$ cat src/rtl/bcd_counter_n_pkg.sv
// Shared constants for the packed-BCD counter: active-low 7-segment glyphs (g..a) and BCD limits.
package bcd_counter_n_pkg;

    localparam int unsigned BCD_W = 4;
    localparam int unsigned SEG_W = 7;

    localparam logic [BCD_W-1:0] BCD_MAX = 4'd9;

    localparam logic [SEG_W-1:0] SEG_0     = 7'h40;
    localparam logic [SEG_W-1:0] SEG_1     = 7'h79;
    localparam logic [SEG_W-1:0] SEG_2     = 7'h24;
    localparam logic [SEG_W-1:0] SEG_3     = 7'h30;
    localparam logic [SEG_W-1:0] SEG_4     = 7'h19;
    localparam logic [SEG_W-1:0] SEG_5     = 7'h12;
    localparam logic [SEG_W-1:0] SEG_6     = 7'h02;
    localparam logic [SEG_W-1:0] SEG_7     = 7'h78;
    localparam logic [SEG_W-1:0] SEG_8     = 7'h00;
    localparam logic [SEG_W-1:0] SEG_9     = 7'h10;
    localparam logic [SEG_W-1:0] SEG_BLANK = 7'h7F;

    // Clamp an out-of-range nibble to the largest BCD digit.
    function automatic logic [BCD_W-1:0] bcd_sat(input logic [BCD_W-1:0] d);
        return (d > BCD_MAX) ? BCD_MAX : d;
    endfunction

endpackage

$ cat src/rtl/bcd_counter_n_seg7_decode.sv
// One BCD digit to active-low 7-segment pattern; non-decimal codes and blank render dark.
module seg7_decode
    import bcd_counter_n_pkg::*;
(
    input  logic [BCD_W-1:0] bcd,
    input  logic             blank,
    output logic [SEG_W-1:0] seg
);

    always_comb begin
        seg = SEG_BLANK;
        if (!blank) begin
            case (bcd)
                4'd0:    seg = SEG_0;
                4'd1:    seg = SEG_1;
                4'd2:    seg = SEG_2;
                4'd3:    seg = SEG_3;
                4'd4:    seg = SEG_4;
                4'd5:    seg = SEG_5;
                4'd6:    seg = SEG_6;
                4'd7:    seg = SEG_7;
                4'd8:    seg = SEG_8;
                4'd9:    seg = SEG_9;
                default: seg = SEG_BLANK;
            endcase
        end
    end

endmodule

$ cat src/rtl/bcd_counter_n.sv
// Prescaled up/down packed-BCD counter with clear/load, step and wrap pulses, and 7-segment outputs.
module bcd_counter_n
    import bcd_counter_n_pkg::*;
#(
    parameter int unsigned DIGITS   = 3,
    parameter int unsigned DIV      = 50000000,
    parameter bit          BLANK_LZ = 1'b0
) (
    input  logic                    Clock,
    input  logic                    Resetn,
    input  logic                    En,
    input  logic                    Up,
    input  logic                    Clear,
    input  logic                    Load,
    input  logic [4*DIGITS-1:0]     LoadVal,
    output logic [4*DIGITS-1:0]     Count,
    output logic                    Tick,
    output logic                    Tc,
    output logic [7*DIGITS-1:0]     HEX
);

    localparam int unsigned CW = BCD_W * DIGITS;
    localparam int unsigned PW = (DIV > 1) ? $clog2(DIV) : 1;
    localparam logic [PW-1:0] PRESC_LAST = PW'(DIV - 1);

    logic [PW-1:0]     presc;
    logic              step_c;
    logic              wrap_c;
    logic [DIGITS-1:0] at_lim_c;
    logic [DIGITS-1:0] cin_c;
    logic [DIGITS-1:0] nz_c;
    logic [DIGITS-1:0] blank_c;
    logic [CW-1:0]     next_c;
    logic [CW-1:0]     load_c;

    assign step_c = En && (presc == PRESC_LAST);
    assign wrap_c = &at_lim_c;

    // Per-digit carry/borrow: a digit moves only when every lower digit sits at its wrap limit.
    for (genvar k = 0; k < DIGITS; k++) begin : g_digit
        logic [BCD_W-1:0] d;
        logic [BCD_W-1:0] nd;

        assign d           = Count[BCD_W*k +: BCD_W];
        assign at_lim_c[k] = Up ? (d == BCD_MAX) : (d == 4'd0);
        assign nz_c[k]     = (d != 4'd0);

        if (k == 0) begin : g_lsd
            assign cin_c[k] = 1'b1;
        end else begin : g_upper
            assign cin_c[k] = cin_c[k-1] & at_lim_c[k-1];
        end

        assign nd = !cin_c[k]   ? d :
                    at_lim_c[k] ? (Up ? 4'd0 : BCD_MAX) :
                    Up          ? d + 4'd1 : d - 4'd1;

        assign next_c[BCD_W*k +: BCD_W] = nd;
        assign load_c[BCD_W*k +: BCD_W] = bcd_sat(LoadVal[BCD_W*k +: BCD_W]);

        // Leading-zero blanking keeps digit 0 lit so a zero count still shows "0".
        assign blank_c[k] = BLANK_LZ && (k != 0) && ((nz_c >> k) == '0);

        seg7_decode u_seg (
            .bcd   (d),
            .blank (blank_c[k]),
            .seg   (HEX[SEG_W*k +: SEG_W])
        );
    end

    always_ff @(posedge Clock or negedge Resetn) begin
        if (!Resetn) begin
            presc <= '0;
            Count <= '0;
            Tick  <= 1'b0;
            Tc    <= 1'b0;
        end else if (Clear) begin
            presc <= '0;
            Count <= '0;
            Tick  <= 1'b0;
            Tc    <= 1'b0;
        end else if (Load) begin
            presc <= '0;
            Count <= load_c;
            Tick  <= 1'b0;
            Tc    <= 1'b0;
        end else if (En) begin
            Tick <= step_c;
            Tc   <= step_c && wrap_c;
            if (step_c) begin
                presc <= '0;
                Count <= next_c;
            end else begin
                presc <= presc + PW'(1);
            end
        end else begin
            Tick <= 1'b0;
            Tc   <= 1'b0;
        end
    end

endmodule
$ cat config.mk
export PLATFORM = sky130hd
export DESIGN_NAME = bcd_counter_n
export DESIGN_NICKNAME = d
export VERILOG_FILES = /design/src/rtl/bcd_counter_n_pkg.sv /design/src/rtl/bcd_counter_n_seg7_decode.sv /design/src/rtl/bcd_counter_n.sv
export SDC_FILE = /design/constraint.sdc
export NUM_CORES = 1
export LEC_CHECK = 0
export CELL_PAD_IN_SITES_DETAIL_PLACEMENT = 2
export CELL_PAD_IN_SITES_GLOBAL_PLACEMENT = 2
export CORE_MARGIN = 4
export CORE_UTILIZATION = 34
export CTS_CLUSTER_DIAMETER = 30
export CTS_CLUSTER_SIZE = 24
export DETAILED_ROUTE_END_ITERATION = 16
export GPL_TIMING_DRIVEN = 0
export PLACE_DENSITY = 0.88
export SKIP_LAST_GASP = 1
export SLEW_MARGIN = 10
export SYNTH_ARGS = -nofsm -noshare
export SYNTH_HDL_FRONTEND = slang
export SYNTH_SLANG_ARGS = --single-unit
$ cat constraint.sdc
create_clock -name Clock -period 5.5 [get_ports Clock]
set_input_delay 1.1 -clock Clock [delete_from_list [all_inputs] [get_ports Clock]]
set_output_delay 1.1 -clock Clock [all_outputs]
set_load 0.1 [all_outputs]
# After elaboration in Yosys (flattened, before gate mapping)
# Memories as Yosys holds them, arrays and structs flattened.
# Cells that the tools add are included.
[totals] input_bits=18 mem_bits_rw=0 wordCells=66 mem_count=3 latchBits=0 romBits=336 output_inout_bits=35 reg_bits=40
[memory_table] name="(no name shown)" depth=16 width=7 rd=1 rd_clocked_by_memory_dff=0 write_ports=0 line="bcd_counter_n_seg7_decode.sv:13" text="case (bcd)"
[memory_table] name="(no name shown)" depth=16 width=7 rd=1 rd_clocked_by_memory_dff=0 write_ports=0 line="bcd_counter_n_seg7_decode.sv:13"
[memory_table] name="(no name shown)" depth=16 width=7 rd=1 rd_clocked_by_memory_dff=0 write_ports=0 line="bcd_counter_n_seg7_decode.sv:13"
[op_classes] magnitude_cmp=3 n_eq_ne=4 bitwise_logic=1 div=0 n_mul=0 n_addsub=7 shifts=0 n_reduce_logical=13 muxes=29
[ops] operator="$mux 26" n=4
[ops] operator="$mux 12" n=4
[ops] operator="$mux 4" n=12
[ops] operator="$add 26x1->26 const B" n=1
[ops] operator="$eq 26x26->1 const B" n=1
[ops] operator="$add 4x1->4 const B" n=3
[ops] operator="$eq 4x4->1 const B" n=3
[ops] operator="$gt 4x4->1 const B" n=3
[ops] operator="$logic_not 4->1" n=3
[ops] operator="$reduce_bool 3->1" n=4
[ops] operator="$sub 4x1->4 const B" n=3
[ops] operator="$mux 1" n=9
[ops] operator="$reduce_and 3->1" n=3
[ops] operator="$logic_and 1x1->1" n=2
[ops] operator="$reduce_and 2->1" n=1
[ops] operator="$and 1x1->1" n=1

# Logic depth before layout (Yosys ltp)
# Gate-level depths: netlist of run 1.
[logic_depth] ltp_word=8 ltp_mapped=8 ltp_nobuf=7

# Cells and area by module
# From an unflattened synthesis of run 1, not the netlist that was laid out.
[hier_totals] cells_unflattened=393 hier_area_um2=3410.8
[by_module_without_submodules] mod="bcd_counter_n" cells_each=294 seq_area_each_um2=1001.0 n_inst=1 area_per_inst_um2=2703.8
[by_module_without_submodules] mod="seg7_decode (g_digit[0].u_seg ...)" cells_each=33 seq_area_each_um2=0.0 n_inst=2 area_per_inst_um2=235.2
[by_module_without_submodules] mod="seg7_decode (g_digit[1].u_seg)" cells_each=33 seq_area_each_um2=0.0 n_inst=1 area_per_inst_um2=236.5

# Worst setup path before layout of run 1
# No wires, ideal clock.
[synth_path] path_kind="reg2out" start="register Count[8]" end="output port HEX[18]" path_stages_with_launch=6 slack_ns=0.579 arrival_time_ns=3.821 required_ns=4.400 path_buffers=0 path_cell_list="dfrtp_1 -> inv_1 -> ha_1 -> nand2_1 -> o21ai_0 -> o21ai_0"
[synth_between] elab_chain_cells=1
[synth_rtl] item="start, declared" line="bcd_counter_n.sv:16" text="output logic [4*DIGITS-1:0] Count,"
[synth_rtl] item="start signal, assigned" line="bcd_counter_n.sv:84" text="Count <= load_c;"
[synth_rtl] item="start signal, assigned" line="bcd_counter_n.sv:92" text="Count <= next_c;"
[synth_rtl] item="$mem_v2 16x7"
[synth_rtl] item="end, declared" line="bcd_counter_n.sv:19" text="output logic [7*DIGITS-1:0] HEX"
# No other way between the ends.

# Worst setup path after layout of run 1
[layout_path] start="input port Up" end="register Count[3]"
[layout_between] elab_chain_cells=6 word_cells_on_any_way=8 classes_between="mux: 8"
[layout_rtl] item="start, declared" line="bcd_counter_n.sv:12" text="input logic Up,"
[layout_rtl] item="$mux 4, or another cell as far along" line="bcd_counter_n.sv:56" text="Up ? d + 4'd1 : d - 4'd1;"
[layout_rtl] item="$mux 4 *" line="bcd_counter_n.sv:55" text="at_lim_c[k] ? (Up ? 4'd0 : BCD_MAX) :"
[layout_rtl] item="$mux 12 *" line="bcd_counter_n.sv:90" text="if (step_c) begin"
[layout_rtl] item="$mux 12 *" line="bcd_counter_n.sv:87" text="end else if (En) begin"
[layout_rtl] item="$mux 12 *" line="bcd_counter_n.sv:82" text="end else if (Load) begin"
[layout_rtl] item="$mux 12 *" line="bcd_counter_n.sv:77" text="end else if (Clear) begin"
# Mark *: on every way between the ends. The rest lies on a longest branch, timed or not. The select of a mux whose other input is x is not followed.
# A chain may end at the register's enable or synchronous reset.

==> flow_metrics.py, run 1 <==
metrics = {
    "logic_synthesis": {
        "synth-edff-count": 0,
        "mappedNetlistArea_sq_um": 3170,
        "syn_avg_cell_area_sq_um": 8.33,
        "ys_warn_count": 0,
        "synth_seq_cells": 40,
        "ys.flop_type": "dfrtp_1",
        "synth_top_area_frac": 0.316,
        "synth_top_area_cell": "dfrtp_1",
        "synth_nets": 423,
        "netlist_instances": 380,
        "synth.area.top_cells": "dfrtp_1 (32%), ha_1 (8.7%), nor2_1 (5.7%)",
        "ys_seq_area_frac": 0.316,
        "async_reset_ff_frac": 1.00,
        "ys_types": 55,
    },
    "flow_run": {
        "maxCapViolCount": 0,
    },
    "power": {
        "ir_drop_v": 0.000125,
        "power.density_nw_per_um2": 307,
        "power_leakage_nw": 1.61,
        "power_mw": 1.20,
    },
    "final_layout": {
        "fin_util": 0.441,
        "final_cell_mix": "clkdlybuf4s50_1 (49), nor2_1 (48), dfrtp_1 (40)",
        "multi_input_area_sq_um": 2010,
        "antenna_cells": 0,
        "drive_gt1_frac": 0.0456,
        "seq_area_sq_um": 1000,
        "nFillCells": 1015,
        "area_delta_synth_final_pct": 23.8,
        "nets": 481,
        "stdcell_area_sq_um": 3920,
        "final_common_cell": "clkdlybuf4s50_1",
        "fin_cells": 547,
    },
    "detailed_routing": {
        "first_iter_violations": 69,
        "totalWireLength_um": 10500,
        "via_count": 3104,
        "wl_per_cell_um": 19.2,
        "drt_pass1_iterations": 4,
        "antenna_left": 0,
        "drcViolationCount": 0,
        "vias_per_cell": 5.67,
    },
    "cts": {
        "cts_made_buffers": 5,
        "cts-htree-levels": 2,
        "clk_latency_ns": 0.30,
        "clock_path_buffers": 2,
        "ctsResizeCount": 0,
        "cts_setup_buffers": 0,
        "cts_hold_buf": 0,
        "root_buffer": "clkbuf_8",
        "cts.sinks": 40,
        "clkSlewWorstSetupHoldPaths_ns": 0.08,
        "cts_tree": "built",
    },
    "worst_setup_path": {
        "crit_type": "input pin to flip-flop",
        "start_kind": "input pin",
        "cp-end-kind": "flip-flop",
        "cp.required_ns": 5.71,
        "path_max_fanout": 11,
        "rrSetupSlack_ns": 2.98,
        "cp.arrival_ns": 4.26,
    },
    "placement": {
        "portBuffers": 50,
        "place.gp.congestion": 0.789,
        "hpwl_um": 8210,
        "dpl.cell_count": 539,
        "post_dp_cell_area_sq_um": 3820,
    },
    "floorplan": {
        "core_region_area_sq_um": 8890,
        "rows": 34,
        "start_util": 0.356,
        "fp.dieH_um": 104,
        "die_w_um": 104,
        "dieArea_sq_um": 10900,
        "ios": 53,
    },
    "sta": {
        "max_freq_mhz": 247,
        "final-setup-viol-count": 0,
        "rsz0062_at_grt": "no",
        "hold_viol_final": 0,
        "period_share": 0.737,
        "relSlewSlack": 0.343,
        "fin_tns_setup_ns": 0,
        "finClkSkew_ns": 0.00910,
        "min_period_ns": 4.05,
        "slew_viol_final": 0,
        "tightestPinTransition_ns": 0.982,
    },
    "global_routing": {
        "grt_usage": 0.200,
        "grt_overflow": 0,
        "grt_max_degree": 22,
        "grt_pass1_wl_um": 18100,
        "grt_pass1_vias": 3480,
        "antenna_found_initial": 0,
    },
    "status": {
        "outcome": "finished clean",
    },
    "min_path": {
        "holdCritPathClass": "flip-flop to flip-flop",
    },
}
synthesized netlist by cell type (2+ instances only):
cell type and number:
or3_1 2, a21o_1 3, xor2_1 18, nor3_1 7, a21oi_1 24, nand2b_1 3
nand2_1 33, and4_1 6, and2_1 2, or3b_1 2, nand3b_1 2, buf_1 4
nand4_1 12, mux2_2 2, or4b_1 2, o21a_1 2, a311oi_1 5, fa_1 3
inv_2 3, mux2_1 2, mux2i_1 4, dfrtp_1 40, o21ai_0 20, a31oi_1 10
nand3_1 18, xnor2_1 14, or2_1 2, and3_1 4, a221oi_1 2, ha_1 22
clkbuf_1 13, nor4_1 4, a211oi_1 4, or2_0 2, inv_1 17, nor2_1 48
flip-flops by register name, indices dropped and copies added, names as in the netlist:
register  cells
presc        26
Tc            1
Count        12
Tick          1
layer usage:
layer  GRT usage  routed length [um]
met4      0.0475                 136
met3      0.0310                 218
met2       0.369                5650
met1       0.240                4490
met5           0                   0
final cells by class:
type	instances	share of cell area
plain buffers	18	0.0192
clock inverters	1	0.00192
clock buffers	7	0.0220
repair buffers	51	0.134
well taps	108	0.0345
flip-flops and latches	40	0.256
multi-input cells	302	0.514
inverters	20	0.0192
critical path, cell delays in order:
cell	delay, ns
clkdlybuf4s50_1	0.66
buf_1	0.48
inv_1	0.39
ha_1	0.40
a21o_1	0.18
a21oi_1	0.24
a211oi_1	0.12
a2111o_1	0.41
a311oi_1	0.27
stage by stage:
step                      hold slack, ns  worst slack, ns
after CTS                          0.574             1.43
after detailed placement           0.553             1.13
final                              0.574             1.45
after global placement             0.539             1.20
after global routing               0.601             1.19
after floorplan                    0.509            0.579
final timing paths:
kind	from	to	cells after the start
worst max register to register	Count[5]$_DFFE_PN0P_	Count[9]$_DFFE_PN0P_	7
min in group asynchronous	Resetn	presc[24]$_DFFE_PN0P_	1
worst min-delay path	presc[25]$_DFFE_PN0P_	presc[25]$_DFFE_PN0P_	2
worst max-delay path	Up	Count[3]$_DFFE_PN0P_	9
worst min register to register	presc[25]$_DFFE_PN0P_	presc[25]$_DFFE_PN0P_	2
max in group asynchronous	Resetn	presc[15]$_DFFE_PN0P_	2
kinds of logic (layout without fill, tap and decap cells):
kind of cell	after synthesis	after routing	share of synthesized area
flip-flops	40	40	0.316
buffers and inverters	38	97	0.0474
XOR/XNOR	32	32	0.0885
adder cells (fa/ha/maj)	25	25	0.106
AO/OA/AOI/OAI	81	81	0.159
multiplexers	8	8	0.0269
AND/OR/NAND/NOR	156	156	0.257
where the power goes:
group          switching, mW  internal (mW)
logic                  0.501          0.160
clock network          0.112          0.102
registers             0.0228          0.304
total                  0.636          0.566
(Power assumes the default switching activity.)
==> run 2: changes to the inputs <==
Settings changed: CORE_UTILIZATION 34 to 29, PLACE_DENSITY 0.88 to 0.8.
Clock period 5.5 ns to 3.51 ns, I/O delays scaled along.
==> run 2 against run 1 <==
  * Combinational power grew 57%
  * Final cell count grew 5.9%
  * First-iteration DRC count grew 25%
  * Flip-flop and latch count is the same
  * Sequential power grew 56%
  * Critical path depth shrank 3
  * Critical endpoint is now HEX[19]
  * Largest power group unchanged
  * Utilization shrank 5.2 points
  * Register-to-register slack lost 2.0 ns
  * Die area grew 16%
==> flow_metrics.py, run 2 (synthesis results as in run 1) <==
metrics = {
    "power": {
        "power_frac_clock": 0.207,
        "switching_share": 0.521,
        "ir_drop_v": 0.000294,
        "comb_power_share": 0.531,
        "power_leakage_nw": 1.73,
        "pwr-share-seq": 0.262,
        "p_int_uw": 934,
        "switchingPower_mw": 1.02,
        "power.density_nw_per_um2": 479,
    },
    "final_layout": {
        "antenna_cells": 0,
        "largest_reg_flops": 26,
        "area_delta_synth_final_pct": 28.5,
        "final_cell_mix": "nor2_1 (43), dfrtp_1 (40), clkdlybuf4s50_1 (34)",
        "drive_gt1_frac": 0.0926,
        "final_common_cell": "nor2_1",
        "nets": 485,
        "regMostFlops": "presc",
        "fin_cells": 579,
        "reg.largest.list": "presc (26), Count (12)",
    },
    "detailed_routing": {
        "antenna_left": 0,
        "wl_per_cell_um": 17.8,
        "vias_per_cell": 5.23,
        "drt_pass1_iterations": 4,
        "totalWireLength_um": 10300,
        "first_iter_violations": 86,
        "drcViolationCount": 0,
        "via_count": 3031,
    },
    "worst_setup_path": {
        "crit_type": "flip-flop to output pin",
        "crit_family": "buffers and inverters",
        "cp.required_ns": 2.81,
        "path_buf_inv": 2,
        "r2r-start": "Count[5]$_DFFE_PN0P_",
        "cp.arrival_ns": 2.69,
        "ff2ff_path_depth": 7,
        "slowest_stage": "clkdlybuf4s50_1",
        "r2r_end": "Count[10]$_DFFE_PN0P_",
        "path_max_fanout": 8,
        "cpPeakStageDelay_ns": 1.14,
        "cp-end-kind": "output pin",
        "rrSetupSlack_ns": 1.03,
        "path_cells": "inv_1 > ha_1 > nand2_1 > a21oi_1 > nor2_2 > clkdlybuf4s50_1",
        "start_kind": "flip-flop",
    },
    "sta": {
        "period_share": 0.966,
        "min_period_ns": 3.39,
        "finClkSkew_ns": 0.0127,
        "hold_viol_final": 0,
        "final-setup-viol-count": 0,
        "max_freq_mhz": 295,
        "slew_viol_final": 0,
        "tightestPinTransition_ns": 0.998,
        "fin_tns_setup_ns": 0,
        "relSlewSlack": 0.334,
    },
    "status": {
        "outcome": "finished clean",
    },
    "global_routing": {
        "antenna_found_initial": 0,
        "grt_pass1_wl_um": 17300,
        "grt_overflow": 0,
        "grt_usage": 0.163,
        "grt_pass1_vias": 3367,
        "grt_max_degree": 34,
    },
    "cts": {
        "cts_made_buffers": 5,
        "cts_tree": "built",
        "clkSlewWorstSetupHoldPaths_ns": 0.10,
        "cts.sinks": 40,
        "root_buffer": "clkbuf_8",
        "cts-htree-levels": 2,
        "clock_path_buffers": 2,
        "cts_hold_buf": 0,
        "clk_latency_ns": 0.30,
    },
    "placement": {
        "hpwl_um": 7930,
        "portBuffers": 50,
        "dpl.cell_count": 567,
        "place.gp.congestion": 0.770,
    },
    "floorplan": {
        "die_w_um": 112,
        "ios": 53,
        "fp.dieH_um": 112,
        "dieArea_sq_um": 12700,
        "start_util": 0.303,
        "core_region_area_sq_um": 10500,
        "rows": 37,
    },
    "min_path": {
        "holdCritPathClass": "input pin to async pin",
    },
    "flow_run": {
        "maxCapViolCount": 0,
    },
}
==> run 2: cell types whose count changed in the layout (fill, tap and decap cells not counted), moves of 2 or more <==
| cell | change |
|---|---|
| nor2_2 | +5 |
| a31oi_1 | -6 |
| o21ai_0 | -7 |
| buf_4 | +4 |
| nor2_1 | -5 |
| dlymetal6s2s_1 | +6 |
| o21ai_1 | +6 |
| a31oi_2 | +6 |
| a21oi_2 | +2 |
| clkdlybuf4s50_1 | -15 |
| dlygate4sd2_1 | +8 |
| a21oi_1 | -2 |
==> run 2: final cells by class <==
| class | count | area [sq um] |
|---|---|---|
| fillers | 1199 | 6390 |
| flip-flops and latches | 40 | 1000 |
| inverters | 20 | 78.8 |
| plain buffers | 18 | 76.3 |
| well taps | 136 | 170 |
| clock inverters | 3 | 46.3 |
| clock buffers | 5 | 68.8 |
| multi-input cells | 302 | 2080 |
| repair buffers | 55 | 551 |
==> run 2: routing by layer <==
metal / wire [um] / vias to the layer above / global-route usage
met1: 4680 / 1520 / 0.201
met3: 242 / 9 / 0.0216
met2: 5310 / 35 / 0.307
met5: 0 / - / 0
li1: - / 1467 / -
met4: 103 / 0 / 0.0224
==> run 2: power by group through the flow <==
stage	sequential (mW)	combinational (mW)	clock, mW
global route	0.516	1.09	0.441
floorplan	0.624	0.692	0
CTS	0.512	1.04	0.415
finish	0.511	1.04	0.404
global placement	0.520	1.04	0
detailed placement	0.521	1.06	0
==> run 2: worst max-delay path by stage <==
stage | start | endpoint | slack [ns] | cells after the start
floorplan | Count[8]$_DFFE_PN0P_ | HEX[18] | -0.26 | 5
global placement | Up | Count[3]$_DFFE_PN0P_ | -0.42 | 9
detailed placement | Up | Count[3]$_DFFE_PN0P_ | -0.43 | 9
CTS | Count[0]$_DFFE_PN0P_ | HEX[4] | 0.003 | 6
global route | Count[9]$_DFFE_PN0P_ | HEX[19] | -0.02 | 6
finish | Count[9]$_DFFE_PN0P_ | HEX[19] | 0.12 | 6
==> run 2: per-stage QoR <==
stage | instance area [sq um] | power, mW | utilization | hold slack (ns) | setup slack (ns)
floorplan | 3230 | 1.32 | - | 0.406 | -0.263
global placement | 3900 | 1.56 | 0.373 | 0.538 | -0.419
detailed placement | 3910 | 1.58 | 0.374 | 0.559 | -0.434
CTS | 4020 | 1.97 | 0.384 | 0.229 | 0.00285
global route | 4070 | 2.05 | 0.389 | 0.220 | -0.0172
finish | 4070 | 1.95 | 0.389 | 0.231 | 0.119
==> run 2: timing repair <==
| action | in CTS | in global routing |
|---|---|---|
| cloned | 0 | 0 |
| resized for setup | 10 | 8 |
| pin swaps | 0 | 0 |
| setup endpoints to repair | 10 | 8 |
| buffers inserted | 0 | 4 |
